`config.mk`:
```
export PLATFORM = sky130hd
export DESIGN_NAME = frame_scanout
export DESIGN_NICKNAME = d
export VERILOG_FILES = /design/src/rtl/frame_scanout_pkg.sv /design/src/rtl/scanout_fifo.sv /design/src/rtl/frame_scanout.sv
export SDC_FILE = /design/constraint.sdc
export NUM_CORES = 1
export LEC_CHECK = 0
export BUFFER_PORTS_ARGS = -buffer_cell sky130_fd_sc_hd__buf_2
export CAP_MARGIN = 20
export CORE_ASPECT_RATIO = 2
export CORE_MARGIN = 4
export CORE_UTILIZATION = 63
export CTS_BUF_LIST = sky130_fd_sc_hd__clkbuf_4 sky130_fd_sc_hd__clkbuf_8
export DETAILED_ROUTE_END_ITERATION = 12
export GPL_TIMING_DRIVEN = 0
export PLACE_DENSITY = 0.79
export REMOVE_ABC_BUFFERS = 1
export SLEW_MARGIN = 5
export SYNTH_ARGS = -nofsm -noshare
export SYNTH_HDL_FRONTEND = slang
export SYNTH_SLANG_ARGS = --single-unit
export TNS_END_PERCENT = 10
```
`constraint.sdc`:
```
create_clock -name clk -period 3.9 [get_ports clk]
set_input_delay 0.195 -clock clk [delete_from_list [all_inputs] [get_ports clk]]
set_output_delay 0.195 -clock clk [all_outputs]
set_load 0.03 [all_outputs]
```
`src/rtl/frame_scanout_pkg.sv`:
```
// Shared definitions for the frame scanout block:
// FSM encoding, RGB565 field layout and RGB888 expansion.
package frame_scanout_pkg;

  localparam logic [1:0] ST_WAIT_SRC  = 2'd0;
  localparam logic [1:0] ST_WAIT_DISP = 2'd1;
  localparam logic [1:0] ST_RUN       = 2'd2;

  localparam int R_MSB = 15;
  localparam int R_LSB = 11;
  localparam int G_MSB = 10;
  localparam int G_LSB = 5;
  localparam int B_MSB = 4;
  localparam int B_LSB = 0;

  typedef struct packed {
    logic [7:0] r;
    logic [7:0] g;
    logic [7:0] b;
  } rgb888_t;

  // Replicate MSBs into the new LSBs so full-scale maps to 8'hFF.
  function automatic rgb888_t expand565(input logic [15:0] p);
    logic [4:0] r5;
    logic [5:0] g6;
    logic [4:0] b5;
    rgb888_t    o;
    r5  = p[R_MSB:R_LSB];
    g6  = p[G_MSB:G_LSB];
    b5  = p[B_MSB:B_LSB];
    o.r = {r5, r5[4:2]};
    o.g = {g6, g6[5:4]};
    o.b = {b5, b5[4:2]};
    return o;
  endfunction

endpackage

```
`src/rtl/scanout_fifo.sv`:
```
// Synchronous FIFO with registered read data and a
// single-cycle flush that empties it.
module scanout_fifo #(
  parameter int AW = 6,
  parameter int DW = 16
) (
  input  logic          clk,
  input  logic          rst,
  input  logic          flush,
  input  logic          wr_en,
  input  logic [DW-1:0] wr_data,
  input  logic          rd_en,
  output logic [DW-1:0] rd_data,
  output logic          full,
  output logic          empty
);

  logic [DW-1:0] mem_q [2**AW];
  logic [AW:0]   wr_ptr_q;
  logic [AW:0]   rd_ptr_q;
  logic [DW-1:0] rd_data_q;
  logic          do_wr;
  logic          do_rd;

  assign empty = (wr_ptr_q == rd_ptr_q);
  assign full  = (wr_ptr_q[AW] != rd_ptr_q[AW]) &&
                 (wr_ptr_q[AW-1:0] == rd_ptr_q[AW-1:0]);
  assign do_wr   = wr_en & ~full;
  assign do_rd   = rd_en & ~empty;
  assign rd_data = rd_data_q;

  // Flush wins over a same-cycle write: the word is dropped.
  always_ff @(posedge clk) begin
    if (rst || flush) begin
      wr_ptr_q <= '0;
      rd_ptr_q <= '0;
    end else begin
      if (do_wr) wr_ptr_q <= wr_ptr_q + 1'b1;
      if (do_rd) rd_ptr_q <= rd_ptr_q + 1'b1;
    end
  end

  always_ff @(posedge clk) begin
    if (do_wr) mem_q[wr_ptr_q[AW-1:0]] <= wr_data;
  end

  always_ff @(posedge clk) begin
    if (rst) rd_data_q <= '0;
    else if (do_rd) rd_data_q <= mem_q[rd_ptr_q[AW-1:0]];
  end

endmodule

```
`src/rtl/frame_scanout.sv`:
```
// Frame-locked scanout: buffers RGB565 words and releases
// them as RGB888 under the video timing generator's DE.
module frame_scanout
  import frame_scanout_pkg::*;
#(
  parameter int H_DISP  = 32,
  parameter int V_DISP  = 24,
  parameter int FIFO_AW = 6
) (
  input  logic        clk,
  input  logic        rst,
  input  logic [15:0] in_data,
  input  logic        in_valid,
  input  logic        in_vs,
  output logic        in_ready,
  input  logic        vid_de,
  input  logic        vid_hs,
  input  logic        vid_vs,
  output logic        out_de,
  output logic        out_hs,
  output logic        out_vs,
  output logic [7:0]  out_r,
  output logic [7:0]  out_g,
  output logic [7:0]  out_b,
  output logic        underflow,
  output logic        locked
);

  localparam int FRAME = H_DISP * V_DISP;
  localparam int CW    = $clog2(FRAME + 1);
  localparam logic [CW-1:0] FRAME_C = CW'(FRAME);

  logic [1:0]    state_q, state_d;
  logic [CW-1:0] pix_cnt_q, pix_cnt_d;
  logic          vs_prev_q;
  logic          pop_q;
  logic          de_q, hs_q, vs_q;

  logic          fifo_full, fifo_empty;
  logic [15:0]   rd_data;
  logic          vs_rise, in_frame, need_pop;
  logic          pop, uf, wr_en;
  rgb888_t       px;

  scanout_fifo #(.AW(FIFO_AW), .DW(16)) u_fifo (
    .clk     (clk),
    .rst     (rst),
    .flush   (uf),
    .wr_en   (wr_en),
    .wr_data (in_data),
    .rd_en   (pop),
    .rd_data (rd_data),
    .full    (fifo_full),
    .empty   (fifo_empty)
  );

  always_comb begin
    in_ready  = (state_q == ST_WAIT_SRC) | ~fifo_full;
    vs_rise   = vid_vs & ~vs_prev_q;
    in_frame  = pix_cnt_q < FRAME_C;
    need_pop  = (state_q == ST_RUN) & vid_de & in_frame;
    pop       = need_pop & ~fifo_empty;
    uf        = need_pop & fifo_empty;
    // While hunting for sync, only the frame-start word is kept.
    wr_en     = in_valid & in_ready &
                ((state_q != ST_WAIT_SRC) | in_vs);
    state_d   = state_q;
    pix_cnt_d = pix_cnt_q;
    unique case (state_q)
      ST_WAIT_SRC: begin
        if (in_valid && in_vs) state_d = ST_WAIT_DISP;
      end
      ST_WAIT_DISP: begin
        if (vs_rise) begin
          state_d   = ST_RUN;
          pix_cnt_d = '0;
        end
      end
      ST_RUN: begin
        if (uf) state_d = ST_WAIT_SRC;
        if (vs_rise) pix_cnt_d = '0;
        else if (vid_de && in_frame) pix_cnt_d = pix_cnt_q + 1'b1;
      end
      default: state_d = ST_WAIT_SRC;
    endcase
  end

  always_ff @(posedge clk) begin
    if (rst) begin
      state_q   <= ST_WAIT_SRC;
      pix_cnt_q <= '0;
      vs_prev_q <= 1'b0;
      pop_q     <= 1'b0;
      de_q      <= 1'b0;
      hs_q      <= 1'b0;
      vs_q      <= 1'b0;
    end else begin
      state_q   <= state_d;
      pix_cnt_q <= pix_cnt_d;
      vs_prev_q <= vid_vs;
      pop_q     <= pop;
      de_q      <= vid_de;
      hs_q      <= vid_hs;
      vs_q      <= vid_vs;
    end
  end

  assign px        = pop_q ? expand565(rd_data) : '0;
  assign out_r     = px.r;
  assign out_g     = px.g;
  assign out_b     = px.b;
  assign out_de    = de_q;
  assign out_hs    = hs_q;
  assign out_vs    = vs_q;
  assign underflow = uf;
  assign locked    = (state_q == ST_RUN);

endmodule

```
# After elaboration in Yosys (flattened, before gate mapping)

Memories as Yosys holds them, arrays and structs flattened. A register that Yosys moved wholly into a read port is not among the register bits.
Cells that the tools add are included.

Memories: 1
Word-level logic and storage cells: 56
Bits in writable memories: 1,024
Bits in registers: 30

Equality and inequality tests: 9
Reductions and logical operators: 9
Add/subtract/negate cells: 3
Magnitude comparators: 1
Bitwise logic cells: 14
Muxes and demuxes: 11

Memory list:

| memory       | words | bits a word | read ports | clocked after memory_dff | write ports | RTL line           | text |
|---|---|---|---|---|---|---|---|
| u_fifo.mem_q | 64    | 16          | 1          | 1                        | 1           | scanout_fifo.sv:18 | `logic [DW-1:0] mem_q [2**AW];` |

Operators with widths:

| kind                                                                  | number |
|---|---|
| 10-bit 2-to-1 mux                                                     | 3 |
| 24-bit 2-to-1 mux                                                     | 1 |
| 10-bit one-hot mux with 2 select lines                                | 1 |
| 7-bit by 1-bit adder with 7-bit output, second input constant         | 2 |
| 10-bit by 1-bit adder with 10-bit output, second input constant       | 1 |
| 10-bit < comparator, second input constant                            | 1 |
| 1-bit bitwise AND                                                     | 9 |
| 7-bit equality test                                                   | 1 |
| 6-bit equality test                                                   | 1 |
| 2-bit 2-to-1 mux                                                      | 3 |
| 2-bit one-hot mux with 3 select lines                                 | 1 |
| 3-bit AND reduction                                                   | 2 |
| 2-bit by 1-bit != test with 1-bit output, second input constant       | 2 |
| 2-bit nonzero test                                                    | 2 |
| 1-bit logical AND                                                     | 3 |
| 3-bit by 1-bit != test with 1-bit output, second input constant       | 1 |
| 1-bit NOT                                                             | 3 |
| 2-bit by 1-bit equality test with 1-bit output, second input constant | 1 |
| 2-bit equality test, second input constant                            | 1 |
| 2-bit zero test                                                       | 1 |
| 1-bit 2-to-1 mux                                                      | 2 |
| 2-bit != test, second input constant                                  | 1 |
| 1-bit bitwise OR                                                      | 2 |
| 1-bit logical OR                                                      | 1 |
| 1-bit != test                                                         | 1 |

# Depth between registers and ports, before layout

Depth after elaboration: 9
Gate-level depth with buffers: 10
Gate-level depth less buffers: 7

# Hierarchy

Synthesis repeated with hierarchy kept, for this count alone.

Cell total of the unflattened synthesis: 2,231
Area, all modules: 42,231.8 um^2

By module, submodules not included:

| module        | instances | sequential area each (um^2) | cells each | area each (um^2) |
|---|---|---|---|---|
| scanout_fifo  | 1         | 31,350.1                    | 2,109      | 41,192.0 |
| frame_scanout | 1         | 320.3                       | 122        | 1,039.7 |

# Worst setup path before layout

No wires, ideal clock.

Path type: reg-to-reg
Start: reg u_fifo.wr_ptr_q[0]
End: mem u_fifo.mem_q[59][0] (enable)
Buffers on the path: 3
Arrival: 2.417 ns
Cell stages (with the launch flop): 9
Period minus slack after synthesis: 2.806 ns
Library setup time: 0.389 ns
Setup slack: 1.094 ns
Cell sequence: dfxtp_1 buf_2 xnor2_1 and4_1 clkbuf_1 a21oi_4 or3b_1 buf_2 nor2_1

Word-level cells in the longest chain between the ends: 9

RTL lines:

| what                                   | RTL line                                | text |
|---|---|---|
| start, declared                        | scanout_fifo.sv:19                      | `logic [AW:0] wr_ptr_q;` |
| start signal, assigned                 | scanout_fifo.sv:38                      | `if (do_wr) wr_ptr_q <= wr_ptr_q + 1'b1;` |
| 6-bit equality test                    | scanout_fifo.sv:27                      | `(wr_ptr_q[AW-1:0] == rd_ptr_q[AW-1:0]);` |
| 1-bit logical AND                      | scanout_fifo.sv:26                      | `assign full = (wr_ptr_q[AW] != rd_ptr_q[AW]) &&` |
| 1-bit NOT                              | scanout_fifo.sv:28, frame_scanout.sv:58 |  |
| 1-bit bitwise OR                       | frame_scanout.sv:58                     | `in_ready = (state_q == ST_WAIT_SRC) \| ~fifo_full;` |
| 1-bit bitwise AND (2 in series)        | frame_scanout.sv:65                     | `wr_en = in_valid & in_ready &` |
| 1-bit bitwise AND                      | scanout_fifo.sv:28                      | `assign do_wr = wr_en & ~full;` |
| 1-bit 2-to-1 mux                       | scanout_fifo.sv:44                      | `if (do_wr) mem_q[wr_ptr_q[AW-1:0]] <= wr_data;` |
| 1-bit 2-to-1 mux (not written as such) | scanout_fifo.sv:44                      |  |
| end, declared                          | scanout_fifo.sv:18                      |  |

Several ways; a longest one is shown, not always the timed one.

# Worst setup path in the final report

Start: reg u_fifo.rd_ptr_q[0]
End: mem u_fifo.mem_q[59][10] (enable)

Word-level cells in the longest chain between the ends: 9

RTL lines:

| what                                       | RTL line                                | text |
|---|---|---|
| start, declared                            | scanout_fifo.sv:20                      | `logic [AW:0] rd_ptr_q;` |
| start signal, assigned                     | scanout_fifo.sv:39                      | `if (do_rd) rd_ptr_q <= rd_ptr_q + 1'b1;` |
| 6-bit equality test (*)                    | scanout_fifo.sv:27                      |  |
| 1-bit logical AND (*)                      | scanout_fifo.sv:26                      |  |
| 1-bit NOT (*)                              | scanout_fifo.sv:28, frame_scanout.sv:58 |  |
| 1-bit bitwise OR                           | frame_scanout.sv:58                     |  |
| 1-bit bitwise AND (2 in series)            | frame_scanout.sv:65                     |  |
| 1-bit bitwise AND (*)                      | scanout_fifo.sv:28                      |  |
| 1-bit 2-to-1 mux (*)                       | scanout_fifo.sv:44                      |  |
| 1-bit 2-to-1 mux (not written as such) (*) | scanout_fifo.sv:44                      |  |

Every way passes the cells marked *; elsewhere a longest branch is shown, timed or not.

==> flow_summary.toml <==
[status]
status = "complete, but fails checks"
violations = "negative setup slack"

[logic_synthesis]
synth_edf_count = 1024
ys_seq_elements = 1070
synth_cell_types = 75
postSynthAreaPerCell_sq_um = 19.4
yosysSeqAreaShare = 0.748
postSynth.asyncResetShare = 0
yosys_warnings = 0
netlist_instances = 2188
ys.flop_type = "edfxtp_1"
synthesis.area_sq_mm = 0.0424

[critical_path]
crit_path_max_fanout = 37
timing.rr.start = "u_fifo.rd_ptr_q[0]$_SDFFE_PP0P_"
required_ns = 4.37
start_kind = "register"
end_kind = "register"
worstReg2RegEnd = "u_fifo.mem_q[59][10]$_DFFE_PP_"
worstRegToRegCells = 9
crit_type = "reg -> reg"
crit_arrival_ns = 4.47
reg2reg_slack_ns = -0.1

[floorplanning]
start_util = 0.635
die_area_sq_mm = 0.0717
die_x_microns = 191
core_area_sq_mm = 0.0667
fp.dieH_microns = 375
rows = 134
ios = 53

[clock_tree]
cts_sinks = 1070
cts_tree = "built"
htreeDepth = 4
cts_buffers = 138
clkLatencyLatePin_ns = 0.79
cts_buffer_depth = 3
clockRootBuffer = "clkbuf_8"
path_clk_slew_ns = 0.07

[power_and_ir_drop]
p_int_w = 0.0175
p_sw_frac = 0.222
leakagePower_nw = 14.9
power_frac_comb = 0.060
p_clk_frac = 0.374
ir_drop_v = 0.000324
p_sw_w = 0.00498
power.density_mw_per_mm2 = 468
p_seq_frac = 0.566

[sta]
fin_skew_ns = 0.0287
drv_slew = 0
grt_setup_unrepaired = "yes"
finalCriticalPeriod_ns = 4.00
fin_ws_ns = -0.0984
hold_viol = 0
maxSlewHeadroom = 0.230
finalCritPeriodShare = 1.03
worst_slew_pin_slew_ns = 1.13
setup_tns_ns = -2.80
setup-violations-final = 56
fmax_ghz = 0.250

[final_layout]
area_growth_pct = 13.3
final_cells = 3373
final_nets = 2408
drive_gt1_frac = 0.276
n_fill_cell = 3731

[place]
placedCellCount = 3072
gp_congestion = 0.943
port-buffer-count = 52
dp_hpwl_microns = 67800

[detailed_routing]
firstDrtPassIters = 6
vias_per_cell = 6.84
drcViolationCount = 0
wirelength_microns = 108000
drt_iter0_drc = 3116
wire_per_inst_microns = 32.1
detail-route-antenna-nets = 0
vias = 23100

[global_route]
grt.total_usage = 0.301
grt_pass1_vias = 23400
grt_pass1_wl_microns = 156000
grt_max_degree = 65
antenna_found_initial = 4
overflow = 0

[worst_hold_path]
whs_path_depth = 1
min_from = "in_data[2]"
hold_end = "u_fifo.mem_q[4][2]$_DFFE_PP_"
hold_class = "in -> reg"

[job]
max_cap_viol_count = 0
-- worst max-delay path, cell delays in order, from the launching register on --
cell and delay [ns]:
dfxtp_4 0.70, buf_16 0.29, buf_16 0.27, buf_16 0.30, xnor2_4 0.11, and4_4 0.28, a21oi_4 0.39, or3b_4 0.58
nor2_2 0.45, buf_8 0.25
-- how the worst max path moves through the flow --
stage | from | endpoint | slack [ns] | cells after the start
final | u_fifo.rd_ptr_q[0]$_SDFFE_PP0P_ | u_fifo.mem_q[59][10]$_DFFE_PP_ | -0.1 | 9
after global routing | u_fifo.rd_ptr_q[0]$_SDFFE_PP0P_ | u_fifo.mem_q[59][9]$_DFFE_PP_ | -0.23 | 9
after CTS | u_fifo.rd_ptr_q[0]$_SDFFE_PP0P_ | u_fifo.mem_q[60][3]$_DFFE_PP_ | -0.43 | 9
after detailed placement | u_fifo.rd_ptr_q[0]$_SDFFE_PP0P_ | u_fifo.mem_q[61][0]$_DFFE_PP_ | -0.84 | 9
after global placement | u_fifo.rd_ptr_q[1]$_SDFFE_PP0P_ | u_fifo.rd_data[13]$_SDFFE_PP0P_ | -14.15 | 5
after floorplan | u_fifo.rd_ptr_q[1]$_SDFFE_PP0P_ | u_fifo.rd_data[0]$_SDFFE_PP0P_ | -7.37 | 5
-- cell usage after synthesis (13+ instances only) --
master | count | area [sq um]
edfxtp_1 | 1024 | 30700
mux2i_1 | 137 | 1370
mux4_2 | 129 | 2910
nor2_1 | 113 | 424
mux2_2 | 80 | 901
dfxtp_1 | 46 | 921
o22ai_1 | 41 | 257
a211oi_1 | 40 | 300
buf_2 | 39 | 195
nor2b_1 | 39 | 244
clkbuf_1 | 34 | 128
a2111oi_0 | 33 | 289
a21oi_1 | 28 | 140
nand2_1 | 28 | 105
a22oi_1 | 26 | 195
o21ai_0 | 25 | 125
buf_4 | 24 | 180
mux4_1 | 24 | 631
and2_1 | 20 | 125
buf_6 | 20 | 225
nand3_1 | 16 | 80.1
nor4_1 | 15 | 93.8
xnor2_1 | 15 | 131
a221oi_1 | 13 | 114
-- metrics by stage --
stage	hold slack [ns]	instance area, sq um	power, W	utilization	worst slack, ns
after floorplan	0.264	41300	0.0137	-	-7.37
after global placement	0.407	42700	0.0142	0.639	-14.15
after detailed placement	0.419	44400	0.0142	0.666	-0.843
after CTS	0.129	47400	0.0224	0.711	-0.434
after global routing	0.00269	48000	0.0231	0.719	-0.229
final	0.00761	48000	0.0225	0.719	-0.0984
-- sequential cells by signal, summed over array words and instances, names as in the netlist --
signal	count
out_de	1
out_hs	1
out_vs	1
pix_cnt_q	10
pop_q	1
state_q	2
u_fifo.mem_q	1024
u_fifo.rd_data	16
u_fifo.rd_ptr_q	7
u_fifo.wr_ptr_q	7
-- logic make-up (layout without fill, tap and decap cells) --
kind of cell / after synthesis / in the layout / synth area share
AOI/OAI and AO/OA: 280 / 280 / 0.0487
xor gates and xnor gates: 21 / 21 / 0.00434
adders and majority gates: 8 / 8 / 0.00236
buffers and inverters: 156 / 453 / 0.0259
DFF: 1070 / 1070 / 0.748
muxes: 370 / 370 / 0.137
other: 0 / 4 / 0
and+or+nand+nor: 283 / 283 / 0.0340
-- power groups by stage --
stage / combinational (W) / sequential (W) / clock [W]
global placement: 0.00115 / 0.0131 / 0
finish: 0.00135 / 0.0127 / 0.00840
global route: 0.00140 / 0.0127 / 0.00903
floorplan: 0.000681 / 0.0130 / 0
CTS: 0.00123 / 0.0127 / 0.00846
detailed placement: 0.00120 / 0.0130 / 0
-- cell usage in the layout (no fill, tap or decap), types with 9 or more instances in the layout --
| master | count |
|---|---|
| edfxtp_1 | 1024 |
| clkbuf_8 | 149 |
| mux2i_1 | 137 |
| mux4_2 | 129 |
| mux2_2 | 80 |
| buf_2 | 55 |
| buf_8 | 55 |
| nor2_1 | 50 |
| nor2_2 | 47 |
| o22ai_1 | 41 |
| dfxtp_1 | 41 |
| a211oi_1 | 40 |
| nor2b_1 | 37 |
| clkinv_1 | 32 |
| nand2_1 | 28 |
| a21oi_1 | 27 |
| clkbuf_4 | 27 |
| a22oi_1 | 26 |
| mux4_1 | 24 |
| clkinv_2 | 23 |
| a2111oi_0 | 23 |
| o21ai_0 | 22 |
| dlygate4sd3_1 | 22 |
| buf_12 | 21 |
| and2_1 | 20 |
| buf_4 | 18 |
| buf_16 | 17 |
| nor2_4 | 16 |
| nand3_1 | 15 |
| nor4_1 | 15 |
| xnor2_1 | 14 |
| a221oi_1 | 13 |
| a221o_1 | 12 |
| a311oi_1 | 12 |
| clkinvlp_4 | 10 |
| nand3b_1 | 9 |
| and3_1 | 9 |
-- layout make-up --
cell class | instances | area, sq um | share of cell area
inverter | 10 | 42.5 | 0.000886
multi-input combinational | 962 | 9970 | 0.208
clock buffer | 176 | 2250 | 0.0469
antenna | 4 | 10.0 | 0.000209
clock inverter | 72 | 547 | 0.0114
timing repair buffer | 195 | 2390 | 0.0498
tap | 884 | 1110 | 0.0230
sequential | 1070 | 31700 | 0.660
-- metal layers --
metal / vias up / GRT usage / wire length, microns
met4: 0 / 0.211 / 9640
met5: - / 0 / 0
met3: 431 / 0.0551 / 8660
met2: 1564 / 0.500 / 55300
met1: 11700 / 0.354 / 34600
li1: 9371 / - / -
-- timing repair --
| action | CTS | global route |
|---|---|---|
| endpoints found under the setup margin | 918 | 666 |
| setup buffers | 5 | 11 |
| resized for setup | 15 | 26 |
| hold endpoints to repair | 68 | 191 |
| pin swaps | 1 | 2 |
| hold buffers | 12 | 10 |
(Power assumes the default switching activity.)
